File: config.mk
export PLATFORM = sky130hd
export DESIGN_NAME = mul_long_seq
export DESIGN_NICKNAME = d
export VERILOG_FILES = /design/src/rtl/mul_long_seq.sv
export SDC_FILE = /design/constraint.sdc
export NUM_CORES = 1
export LEC_CHECK = 0
export CAP_MARGIN = 0
export CORE_UTILIZATION = 51
export CTS_BUF_LIST = sky130_fd_sc_hd__clkbuf_4 sky130_fd_sc_hd__clkbuf_8
export DETAILED_ROUTE_END_ITERATION = 6
export HOLD_SLACK_MARGIN = 0.12
export PLACE_DENSITY = 0.74
export SKIP_LAST_GASP = 1
export SYNTH_ARGS = -nofsm -noshare
export SYNTH_HDL_FRONTEND = slang
export SYNTH_SLANG_ARGS = --single-unit
File: constraint.sdc
create_clock -name clk -period 10.15 [get_ports clk]
set_input_delay 1.015 -clock clk [delete_from_list [all_inputs] [get_ports clk]]
set_output_delay 1.015 -clock clk [all_outputs]
set_load 0.05 [all_outputs]
File: src/rtl/mul_long_seq.sv
// mul_long_seq: iterative MUL/UMULL/SMULL sequencer with condition check, two-beat write-back and N/Z results
module mul_long_seq #(
  parameter int WIDTH = 32,
  parameter int BPC = 1
) (
  input  logic             clk,
  input  logic             reset,
  input  logic             start,
  input  logic [1:0]       op,
  input  logic             setflags,
  input  logic [3:0]       cond,
  input  logic [3:0]       flags,
  input  logic [WIDTH-1:0] a,
  input  logic [WIDTH-1:0] b,
  output logic             busy,
  output logic             wr_en,
  output logic             wr_sel,
  output logic [WIDTH-1:0] wr_data,
  output logic             flags_we,
  output logic [1:0]       nz_out,
  output logic             done,
  output logic             illegal
);
  localparam int NITER = WIDTH / BPC;
  localparam int CW = $clog2(NITER + 1);
  typedef enum logic [2:0] {IDLE, RUN, WLO, WHI, SKIP} state_t;
  state_t state, state_nx;
  logic [2*WIDTH-1:0] acc, prod;
  logic [WIDTH-1:0] mcand;
  logic [WIDTH+BPC-1:0] pp, sum;
  logic [CW-1:0] cnt;
  logic [1:0] op_q;
  logic sf_q, neg, ill_q, cond_ok, smul;
  logic n, z, c, v;
  assign {n, z, c, v} = flags;
  assign smul = op == 2'b10;
  always_comb begin
    cond_ok = 1'b0;
    case (cond)
      4'h0: cond_ok = z;
      4'h1: cond_ok = !z;
      4'h2: cond_ok = c;
      4'h3: cond_ok = !c;
      4'h4: cond_ok = n;
      4'h5: cond_ok = !n;
      4'h6: cond_ok = v;
      4'h7: cond_ok = !v;
      4'h8: cond_ok = c && !z;
      4'h9: cond_ok = !c || z;
      4'ha: cond_ok = n == v;
      4'hb: cond_ok = n != v;
      4'hc: cond_ok = !z && (n == v);
      4'hd: cond_ok = z || (n != v);
      4'he: cond_ok = 1'b1;
      default: cond_ok = 1'b0;
    endcase
  end
  always_ff @(posedge clk or negedge reset)
    if (!reset) state <= IDLE;
    else state <= state_nx;
  always_comb begin
    state_nx = state;
    case (state)
      IDLE: if (start) state_nx = (op == 2'b11 || !cond_ok) ? SKIP : RUN;
      RUN: if (cnt == CW'(1)) state_nx = WLO;
      WLO: state_nx = op_q == 2'b00 ? IDLE : WHI;
      default: state_nx = IDLE;
    endcase
  end
  // Radix-2^BPC shift-add: multiplier occupies the low half and drains out LSB first
  assign pp = {{BPC{1'b0}}, mcand} * {{WIDTH{1'b0}}, acc[BPC-1:0]};
  assign sum = {{BPC{1'b0}}, acc[2*WIDTH-1:WIDTH]} + pp;
  always_ff @(posedge clk or negedge reset)
    if (!reset) begin
      acc <= '0;
      mcand <= '0;
      cnt <= '0;
      op_q <= '0;
      sf_q <= 1'b0;
      neg <= 1'b0;
      ill_q <= 1'b0;
    end else if (state == IDLE && start) begin
      op_q <= op;
      sf_q <= setflags;
      ill_q <= op == 2'b11;
      if (state_nx == RUN) begin
        mcand <= (smul && a[WIDTH-1]) ? -a : a;
        acc <= {{WIDTH{1'b0}}, (smul && b[WIDTH-1]) ? -b : b};
        cnt <= CW'(NITER);
        neg <= smul && (a[WIDTH-1] ^ b[WIDTH-1]);
      end
    end else if (state == RUN) begin
      acc <= (2*WIDTH)'({sum, acc[WIDTH-1:0]} >> BPC);
      cnt <= cnt - CW'(1);
    end
  assign prod = neg ? -acc : acc;
  always_comb begin
    busy = state != IDLE;
    wr_en = state == WLO || state == WHI;
    wr_sel = state == WHI;
    wr_data = state == WLO ? prod[WIDTH-1:0] : state == WHI ? prod[2*WIDTH-1:WIDTH] : '0;
    done = (state == WLO && op_q == 2'b00) || state == WHI || state == SKIP;
    flags_we = sf_q && done && state != SKIP;
    nz_out = state == WHI ? {prod[2*WIDTH-1], prod == '0} :
             (state == WLO && op_q == 2'b00) ? {prod[WIDTH-1], prod[WIDTH-1:0] == '0} : 2'b00;
    illegal = state == SKIP && ill_q;
  end
endmodule

* Word-level counts from Yosys, hierarchy flattened
Cells that the tools add are included.
Cells by class: add/subtract/negate cells 5, multipliers 1, div/mod/pow operators 0, $lt $le $gt $ge 0, equality and inequality tests 26, shift-type cells 0, multiplexer cells 19, bitwise gates (word level) 1, reduce and logical (&&, ||, !) cells 30
Operator list (number):
- two-way mux 64 bit | 4
- two-way mux 32 bit | 4
- logical NOT 64 bit | 1
- negation 32 bit | 2
- negation 64 bit | 1
- adder 32 x 33 -> 33 bit | 1
- multiplier 32 x 1 -> 33 bit | 1
- logical NOT 32 bit | 1
- == test 4 bit, second input constant | 7
- two-way mux 6 bit | 3
- == test 4 x 3 -> 1 bit, second input constant | 4
- case mux 1 bit (15 select lines) | 1
- logical AND 1 bit | 10
- two-way mux 3 bit | 3
- case mux 3 bit (3 select lines) | 1
- == test 4 x 2 -> 1 bit, second input constant | 2
- == test 3 x 1 -> 1 bit, second input constant | 2
- == test 3 x 2 -> 1 bit, second input constant | 2
- == test 6 x 1 -> 1 bit, second input constant | 1
- logical OR 1 bit | 6
- two-way mux 2 bit | 3
- subtractor 6 x 1 -> 6 bit, second input constant | 1
- logical NOT 1 bit | 5
- == test 2 bit, second input constant | 2
- other kinds (13) | 14
Word-level totals: flip-flop bits (word level) 110, latch bits 0, memory bits (writable) 0, ROM bits 0, input port bits 78, output and inout bits 40, logic and storage cells 90, memories 0

* Logic depth before layout (Yosys ltp)
Gate-level depths: netlist (run 1).
word-level depth 11, depth in mapped cells 13, gate-level depth less buffers 13

* Worst setup path before layout (run 1)
Ideal clock, no wire load.
kind register -> output, start reg acc[8], end out wr_data[29], arrival time 4.007 ns, required time 9.135 ns, slack 5.128 ns, cell stages (with the launch flop) 12, buffers on the path 3, path through dfrtp_1 -> buf_6 -> or4_1 -> buf_2 -> or4_4 -> or2_1 -> buf_6 -> or3_1 -> o31ai_1 -> xnor2_1 -> nor2_1 -> a211oi_1
Between the ends: longest elaborated chain between the ends 4
RTL lines:
- start, declared | RTL line 28 | logic [2*WIDTH-1:0] acc, prod;
- start signal, assigned | RTL line 88 | acc <= {{WIDTH{1'b0}}, (smul && b[WIDTH-1]) ? -b : b};
- start signal, assigned | RTL line 93 | acc <= (2*WIDTH)'({sum, acc[WIDTH-1:0]} >> BPC);
- negation 64 bit (*) | RTL line 96 | assign prod = neg ? -acc : acc;
- two-way mux 64 bit (*) | RTL line 96
- two-way mux 32 bit | RTL line 101 | wr_data = state == WLO ? prod[WIDTH-1:0] : state == WHI ? prod[2*WIDTH-1:WIDTH] : '0;
- two-way mux 32 bit (*) | RTL line 101
- end, declared | RTL line 18 | output logic [WIDTH-1:0] wr_data,
Mark *: on every way between the ends. The rest lies on a longest branch, timed or not.

* Worst setup path in the final report (run 1)
start reg acc[0], end out nz_out[0]
Between the ends: longest elaborated chain between the ends 5, elaborated cells between the ends (all ways) 6, classes of those cells 1 x add/sub; 3 x mux; 2 x reduce/logical
RTL lines:
- negation 64 bit | RTL line 96
- two-way mux 64 bit (*) | RTL line 96
- logical NOT 32 bit | RTL line 105 | (state == WLO && op_q == 2'b00) ? {prod[WIDTH-1], prod[WIDTH-1:0] == '0} : 2'b00;
- two-way mux 2 bit | RTL line 105
- two-way mux 2 bit (*) | RTL line 104 | nz_out = state == WHI ? {prod[2*WIDTH-1], prod == '0} :
- end, declared | RTL line 20 | output logic [1:0] nz_out,
Marks and branches as above.

==> insert_results.sql, run 1 <==
INSERT INTO impl_metrics (metric_group, metric, value, unit) VALUES
('setup_path', 'path_delay_family', 'simple AND/OR/NAND/NOR gates', ''),
('yosys', 'postSynth.asyncResetShare', '100', '%'),
('timing', 'clock.fmax', '156', 'MHz'),
('yosys', 'synth_seq_area_share', '26.8', '%'),
('timing', 'grt_setup_unrepaired', 'false', ''),
('clock_tree', 'clk_pin_slew_worst_paths', '0.12', 'ns'),
('run_status', 'run_status', 'finished, final reports clean', ''),
('power', 'maximum_resistive_drop_on_vdd', '0.108', 'mV'),
('floorplanning', 'placeable_core_area', '19600', 'sq um'),
('floorplanning', 'fp-row-count', '51', ''),
('clock_tree', 'postCtsHoldBufs', '0', ''),
('clock_tree', 'cts_max_level', '3', ''),
('final_layout', 'syn2layout_area_growth', '13.8', '%'),
('timing', 'slew_headroom', '33.2', '%'),
('clock_tree', 'numCtsBuffers', '9', ''),
('yosys', 'mappedNetlistArea', '10300', 'sq um'),
('drt', 'dr_pass1_iterations', '5', ''),
('floorplanning', 'fp.dieArea', '20700', 'sq um'),
('drt', 'viasPerCell', '6.11', ''),
('yosys', 'synth-seq-cells', '110', ''),
('drt', 'totalWireLength', '29.7', 'mm'),
('final_layout', 'design.final.nets', '1535', ''),
('yosys', 'synthesis.nets', '1493', ''),
('clock_tree', 'worst_skew_pair.late_latency', '0.41', 'ns'),
('global_routing', 'antenna_found_initial', '0', ''),
('timing', 'setup_tns', '0', 'ns'),
('final_layout', 'antenna-diode-count', '0', ''),
('drt', 'vias', '10322', ''),
('setup_path', 'critPathBufInv', '1', ''),
('power', 'powerDensity', '244', 'nW/um^2'),
('clock_tree', 'clock_tree.buffer_depth', '2', ''),
('drt', 'detail-route-antenna-nets', '0', ''),
('clock_tree', 'clockRootBuffer', 'sky130_fd_sc_hd__clkbuf_8', ''),
('clock_tree', 'postCtsSetupRepairBufs', '0', ''),
('global_routing', 'number_of_global_route_vias_before_repair', '9098', ''),
('yosys', 'synth_cell_type_count', '70', ''),
('global_routing', 'overflow_after_grt', '0', ''),
('setup_path', 'worstSetupPathType', 'register to output pin', ''),
('global_routing', 'grt_first_pass_wirelength', '47.6', 'mm'),
('setup_path', 'max_stage_delay', '0.84', 'ns'),
('setup_path', 'crit_path_start_kind', 'register', ''),
('timing', 'hold_viol_final', '0', ''),
('floorplanning', 'die_height', '144', 'microns'),
('global_routing', 'largest_net_degree_at_the_start_of_global_routing', '92', ''),
('floorplanning', 'pin_count', '118', ''),
('clock_tree', 'cts_num_sinks', '110', ''),
('setup_path', 'timing.critical_path.required', '9.14', 'ns'),
('timing', 'tightest_slew', '1.00', 'ns'),
('clock_tree', 'cts_resized', '0', ''),
('setup_path', 'crit_path_end_kind', 'output pin', ''),
('timing', 'fin_crit', '6.40', 'ns'),
('setup_path', 'timing.critical_path.slowest_stage_cell', 'sky130_fd_sc_hd__clkdlybuf4s50_1', ''),
('placement', 'gp_congestion', '0.985', ''),
('timing', 'final_max_slew_viol_count', '0', ''),
('setup_path', 'timing.critical_path.cells', 'or3_1, or4_4, or2_1, or2_0, o31ai_1, a31oi_1, nor4_1, nand3_1, a211oi_2, clkdlybuf4s50_1', ''),
('drt', 'drt_iter0_markers', '869', ''),
('worst_hold_path', 'worst_min_path_class', 'register to register', ''),
('run', 'cap_viol_max_count', '0', ''),
('floorplanning', 'floorplan.initialDensity', '52.4', '%'),
('final_layout', 'share_of_final_layout_standard_cells_stronger_than_drive_strength_1', '3.51', '%'),
('timing', 'clock_skew', '0.0156', 'ns'),
('clock_tree', 'cts_tree', 'done', ''),
('power', 'report.power.total', '2850', 'uW'),
('yosys', 'syn_inst', '1377', ''),
('drt', 'avgRoutedWirePerCell', '17.6', 'microns'),
('placement', 'dp_worst_setup_slack', '4.27', 'ns'),
('yosys', 'post_synth.cell_area_avg', '7.45', 'sq um'),
('global_routing', 'grt_util_all_layers', '29.3', '%'),
('yosys', 'synth_flop_type', 'sky130_fd_sc_hd__dfrtp_1', ''),
('placement', 'port_buffers', '117', ''),
('setup_path', 'cp.arrival', '5.39', 'ns'),
('yosys', 'ys.warnings.count', '0', ''),
('yosys', 'synth_enable_flop_cells', '0', ''),
('setup_path', 'critical_path.max_fanout', '34', ''),
('placement', 'postPlaceCellArea', '11500', 'sq um'),
('timing', 'final_min_period_over_clock_period', '63.1', '%'),
('timing', 'postLayoutSetupSlackWorst', '3.75', 'ns'),
('placement', 'dpl.hpwl', '22.7', 'mm'),
('timing', 'timing.final.setup_violations', '0', ''),
('final_layout', 'finalInstanceArea', '11700', 'sq um'),
('floorplanning', 'die_x', '144', 'microns'),
('drt', 'post-route-drc-count', '0', ''),
('power', 'power.static_leakage', '0.00462', 'uW');
==> cell usage after synthesis (all sizes together) (3+ instances only) <==
cell | count | area share (%)
o31a | 4 | 0.34
nor2b | 6 | 0.37
nor2 | 132 | 4.8
nor3 | 42 | 2.0
dfrtp | 110 | 27
and3 | 10 | 0.61
nand2 | 153 | 5.6
o211a | 3 | 0.29
or2 | 11 | 0.67
and2 | 38 | 2.3
buf | 13 | 0.66
o31ai | 26 | 1.9
o21bai | 4 | 0.29
ha | 37 | 4.5
inv | 29 | 1.1
a21o | 18 | 1.3
o41ai | 18 | 1.5
o21a | 8 | 0.59
a32oi | 3 | 0.26
or3 | 33 | 2.0
a211oi | 32 | 2.4
nand4b | 5 | 0.43
o21ai | 151 | 7.4
nand3 | 45 | 2.2
nor3b | 3 | 0.22
clkbuf | 82 | 3.0
a21oi | 91 | 4.4
o211ai | 4 | 0.29
nand4 | 19 | 1.2
xnor2 | 77 | 6.6
mux2 | 5 | 0.55
nor4 | 20 | 1.3
mux2i | 9 | 0.88
a31oi | 7 | 0.43
nand2b | 11 | 0.67
xor2 | 65 | 5.5
or4 | 16 | 1.2
==> through the flow <==
step                      util [%]  cells  hold WS, ns
after floorplan                  -   1377        0.431
after global placement        58.5   1673        0.447
after CTS                     59.6   1689        0.471
after global routing          59.6   1689        0.506
after detailed placement      58.5   1673        0.450
final                         59.6   1689        0.468
==> path summary, 6_finish.rpt <==
kind / to / startpoint / depth (start not counted) / slack [ns]
worst max register to register: acc[63] / acc[0] / 13 / 5.87
worst max-delay path: nz_out[0] / acc[0] / 10 / 3.75
worst min register to register: cnt[5] / cnt[5] / 1 / 0.47
max in group asynchronous: neg / reset / 2 / 8.25
worst min-delay path: cnt[5] / cnt[5] / 1 / 0.47
min in group asynchronous: acc[8] / reset / 1 / 0.52
==> registers in the layout, indices dropped and copies added, names as in the netlist <==
name and count:
cnt 6, acc 64, sf_q 1, mcand 32
op_q 2, ill_q 1, neg 1, state 3
==> cells in the final DEF (no fill, tap or decap), types with 26 or more instances in the layout <==
master                            count
sky130_fd_sc_hd__ha_1                37
sky130_fd_sc_hd__or3_1               33
sky130_fd_sc_hd__clkdlybuf4s50_1    116
sky130_fd_sc_hd__nor3_1              42
sky130_fd_sc_hd__dfrtp_1            109
sky130_fd_sc_hd__and2_1              37
sky130_fd_sc_hd__xnor2_1             77
sky130_fd_sc_hd__a211oi_1            31
sky130_fd_sc_hd__nand2_1            152
sky130_fd_sc_hd__nor2_1             132
sky130_fd_sc_hd__inv_1               29
sky130_fd_sc_hd__xor2_1              65
sky130_fd_sc_hd__a21oi_1             90
sky130_fd_sc_hd__o21ai_0            151
sky130_fd_sc_hd__nand3_1             45
sky130_fd_sc_hd__o31ai_1             26
==> power breakdown <==
part	switching (uW)	leakage, uW	internal, uW
sequential	275	0.00141	619
clock	178	0.000105	99.4
combinational	1030	0.00311	649
==> area by class of cell <==
type                    count  area [sq um]
inverters                  30           113
well taps                 265           332
repair buffers            126          1240
clock inverters             7          86.3
clock buffers               9           124
fillers                  1829          7910
flip-flops and latches    110          2750
multi-input cells        1142          7030
==> cells by family (layout without fill, tap and decap cells) <==
group	Yosys count	in the layout	synth area share [%]
multiplexers	14	14	1.43
XOR/XNOR	142	142	12.1
AND/OR/NAND/NOR	554	554	26.5
buffers and inverters	125	172	4.76
AO/OA/AOI/OAI	394	394	23.6
adder cells (fa/ha/maj)	38	38	4.71
flip-flops	110	110	26.8
==> metal layers <==
layer,wire length (microns),track usage [%]
met3,2380,4.70
met4,606,9.52
met5,0,0
met1,13800,42.6
met2,13000,43.9
==> worst reg2reg max path: stages (launching register included) <==
cell	delay [ns]
sky130_fd_sc_hd__dfrtp_1	0.93
sky130_fd_sc_hd__and2_1	0.26
sky130_fd_sc_hd__ha_1	0.20
sky130_fd_sc_hd__inv_1	0.07
sky130_fd_sc_hd__fa_1	0.41
sky130_fd_sc_hd__nor2b_1	0.16
sky130_fd_sc_hd__o31a_1	0.22
sky130_fd_sc_hd__o2111ai_1	0.19
sky130_fd_sc_hd__and3_1	0.25
sky130_fd_sc_hd__o31ai_1	0.51
sky130_fd_sc_hd__a31oi_1	0.27
sky130_fd_sc_hd__o21ai_0	0.36
sky130_fd_sc_hd__a2111oi_0	0.17
sky130_fd_sc_hd__o31ai_1	0.20
(Power assumes the default switching activity.)
==> inputs of run 2 (changes only) <==
Clock period 10.15 ns to 6.49 ns, I/O delays scaled along.
==> insert_results.sql, run 2 (synthesized netlist as in run 1, its figures left out) <==
INSERT INTO impl_metrics (metric_group, metric, value, unit) VALUES
('power', 'power.share.sequential', '31.4', '%'),
('timing', 'final_max_slew_viol_count', '0', ''),
('placement', 'port_buffers', '117', ''),
('timing', 'setup_tns', '0', 'ns'),
('drt', 'dr_pass1_iterations', '6', ''),
('clock_tree', 'numCtsBuffers', '9', ''),
('clock_tree', 'clock_tree.buffer_depth', '2', ''),
('placement', 'dpl.hpwl', '22.9', 'mm'),
('clock_tree', 'worst_skew_pair.late_latency', '0.41', 'ns'),
('timing', 'timing.final.setup_violations', '0', ''),
('floorplanning', 'placeable_core_area', '19600', 'sq um'),
('setup_path', 'timing.critical_path.required', '5.84', 'ns'),
('floorplanning', 'fp-row-count', '51', ''),
('global_routing', 'grt.met2_usage', '44.6', '%'),
('final_layout', 'syn2layout_area_growth', '13.7', '%'),
('run_status', 'run_status', 'finished, final reports clean', ''),
('clock_tree', 'clk_pin_slew_worst_paths', '0.12', 'ns'),
('global_routing', 'number_of_global_route_vias_before_repair', '9084', ''),
('timing', 'final_min_period_over_clock_period', '94.0', '%'),
('final_layout', 'top_regs', 'acc: 64 flops, mcand: 32 flops, cnt: 6 flops', ''),
('clock_tree', 'postCtsSetupRepairBufs', '0', ''),
('power', 'p_switching', '2330', 'uW'),
('setup_path', 'timing.critical_path.cells', 'or3_1, or4_4, or2_1, or2_0, o31ai_1, a31oi_1, nor4_1, nand3_1, a211oi_2, clkdlybuf4s50_1', ''),
('drt', 'avgRoutedWirePerCell', '17.7', 'microns'),
('setup_path', 'path_delay_family', 'simple AND/OR/NAND/NOR gates', ''),
('setup_path', 'worstSetupPathType', 'register to output pin', ''),
('setup_path', 'max_stage_delay', '0.86', 'ns'),
('clock_tree', 'cts_max_level', '3', ''),
('global_routing', 'grt_first_pass_wirelength', '47.3', 'mm'),
('setup_path', 'critical_path.max_fanout', '34', ''),
('floorplanning', 'fp.dieArea', '20700', 'sq um'),
('final_layout', 'largest_register', 'acc', ''),
('global_routing', 'largest_net_degree_at_the_start_of_global_routing', '81', ''),
('timing', 'clock.fmax', '164', 'MHz'),
('drt', 'viasPerCell', '6.11', ''),
('final_layout', 'number_of_flip_flops_in_the_largest_register', '64', ''),
('final_layout', 'filler_cell_count', '1907', ''),
('final_layout', 'antenna-diode-count', '0', ''),
('clock_tree', 'cts_num_sinks', '110', ''),
('setup_path', 'cp.arrival', '5.45', 'ns'),
('clock_tree', 'cts_resized', '0', ''),
('setup_path', 'crit_path_end_kind', 'output pin', ''),
('global_routing', 'grt_util_all_layers', '29.2', '%'),
('power', 'powerDensity', '383', 'nW/um^2'),
('power', 'fraction_of_power_spent_switching_nets', '52.1', '%'),
('clock_tree', 'clockRootBuffer', 'sky130_fd_sc_hd__clkbuf_8', ''),
('drt', 'vias', '10319', ''),
('setup_path', 'crit_path_start_kind', 'register', ''),
('power', 'internal-power', '2140', 'uW'),
('placement', 'gp_congestion', '0.993', ''),
('final_layout', 'layout.cells.most_common', 'sky130_fd_sc_hd__nand2_1', ''),
('worst_hold_path', 'worst_min_path_class', 'input port to async pin', ''),
('timing', 'grt_setup_unrepaired', 'false', ''),
('timing', 'fin_crit', '6.10', 'ns'),
('floorplanning', 'die_x', '144', 'microns'),
('drt', 'post-route-drc-count', '0', ''),
('setup_path', 'timing.critical_path.slowest_stage_cell', 'sky130_fd_sc_hd__clkdlybuf4s50_1', ''),
('floorplanning', 'die_height', '144', 'microns'),
('timing', 'tightest_slew', '1.05', 'ns'),
('timing', 'hold_viol_final', '0', ''),
('global_routing', 'use_met3', '5.70', '%'),
('drt', 'drt_iter0_markers', '906', ''),
('global_routing', 'overflow_after_grt', '0', ''),
('setup_path', 'r2r_cells', '13', ''),
('setup_path', 'crit_cells', '10', ''),
('drt', 'detail-route-antenna-nets', '0', ''),
('clock_tree', 'postCtsHoldBufs', '0', ''),
('timing', 'clock_skew', '0.0136', 'ns'),
('final_layout', 'layout.cells.most_common_list', 'sky130_fd_sc_hd__nand2_1, sky130_fd_sc_hd__o21ai_0, sky130_fd_sc_hd__nor2_1', ''),
('floorplanning', 'floorplan.initialDensity', '52.4', '%'),
('power', 'combinationalPowerShare', '58.9', '%'),
('power', 'power.static_leakage', '0.00462', 'uW'),
('global_routing', 'gr-usage-met1', '41.8', '%'),
('power', 'maximum_resistive_drop_on_vdd', '0.150', 'mV'),
('global_routing', 'antenna_found_initial', '0', ''),
('global_routing', 'grt-busiest-layer', 'met2', ''),
('final_layout', 'share_of_final_layout_standard_cells_stronger_than_drive_strength_1', '3.51', '%'),
('setup_path', 'critPathBufInv', '1', ''),
('drt', 'totalWireLength', '29.9', 'mm'),
('timing', 'slew_headroom', '30.1', '%'),
('power', 'clock_power_share', '9.7', '%'),
('clock_tree', 'cts_tree', 'done', ''),
('floorplanning', 'pin_count', '118', ''),
('final_layout', 'design.final.nets', '1535', ''),
('power', 'report.power.total', '4470', 'uW'),
('run', 'cap_viol_max_count', '0', '');
run 2: cell types whose count changed in the layout (fill, tap and decap cells not counted):
cell	previous run	this run
sky130_fd_sc_hd__clkbuf_4	0	1
sky130_fd_sc_hd__inv_6	2	3
sky130_fd_sc_hd__clkinv_8	3	1
run 2: worst paths after layout:
path | startpoint | to | slack (ns)
max in group asynchronous | reset | neg | 4.93
hold / removal | reset | acc[13] | 0.17
setup reg to reg | acc[0] | acc[63] | 2.18
min in group clk | cnt[5] | cnt[5] | 0.48
setup / recovery | acc[0] | nz_out[0] | 0.39
hold reg to reg | cnt[5] | cnt[5] | 0.48
run 2: power by group through the flow:
stage / clock network [uW] / logic (uW) / registers (uW)
3_5_place_dp: 0 / 2580 / 1400
5_1_grt: 462 / 2910 / 1440
2_1_floorplan: 0 / 2090 / 1170
3_3_place_gp: 0 / 2550 / 1380
6_report: 432 / 2630 / 1400
4_1_cts: 437 / 2590 / 1390
run 2: area by class of cell:
class | instances | area, sq um | area share (%)
inverter | 30 | 113 | 0.966
multi-input combinational | 1142 | 7030 | 60.3
timing repair buffer | 126 | 1240 | 10.6
clock inverter | 6 | 62.6 | 0.536
clock buffer | 10 | 131 | 1.13
sequential | 110 | 2750 | 23.6
tap | 265 | 332 | 2.84
run 2: layer usage:
metal,part of all wire (%),vias to the layer above
met1,47,4830
met4,2.3,0
met2,44,397
met3,7.5,56
met5,0,-
li1,-,5036
run 2: through the flow:
| step | cells | cell area, sq um | utilization, % | worst slack, ns | hold slack (ns) |
|---|---|---|---|---|---|
| final | 1689 | 11700 | 59.5 | 0.390 | 0.167 |
| after global routing | 1689 | 11700 | 59.5 | 0.152 | 0.181 |
| after CTS | 1689 | 11700 | 59.5 | 0.411 | 0.169 |
| after detailed placement | 1673 | 11500 | 58.5 | 0.921 | 0.460 |
| after global placement | 1673 | 11500 | 58.5 | 1.02 | 0.448 |
| after floorplan | 1377 | 10300 | - | 1.83 | 0.353 |
==> inputs of run 3 (changes only) <==
Settings changed: CTS_CLUSTER_SIZE from default to 12, SLEW_MARGIN from default to 15.
==> results of run 3 <==
The final DEF is identical to that of run 2; final timing and power are the same.
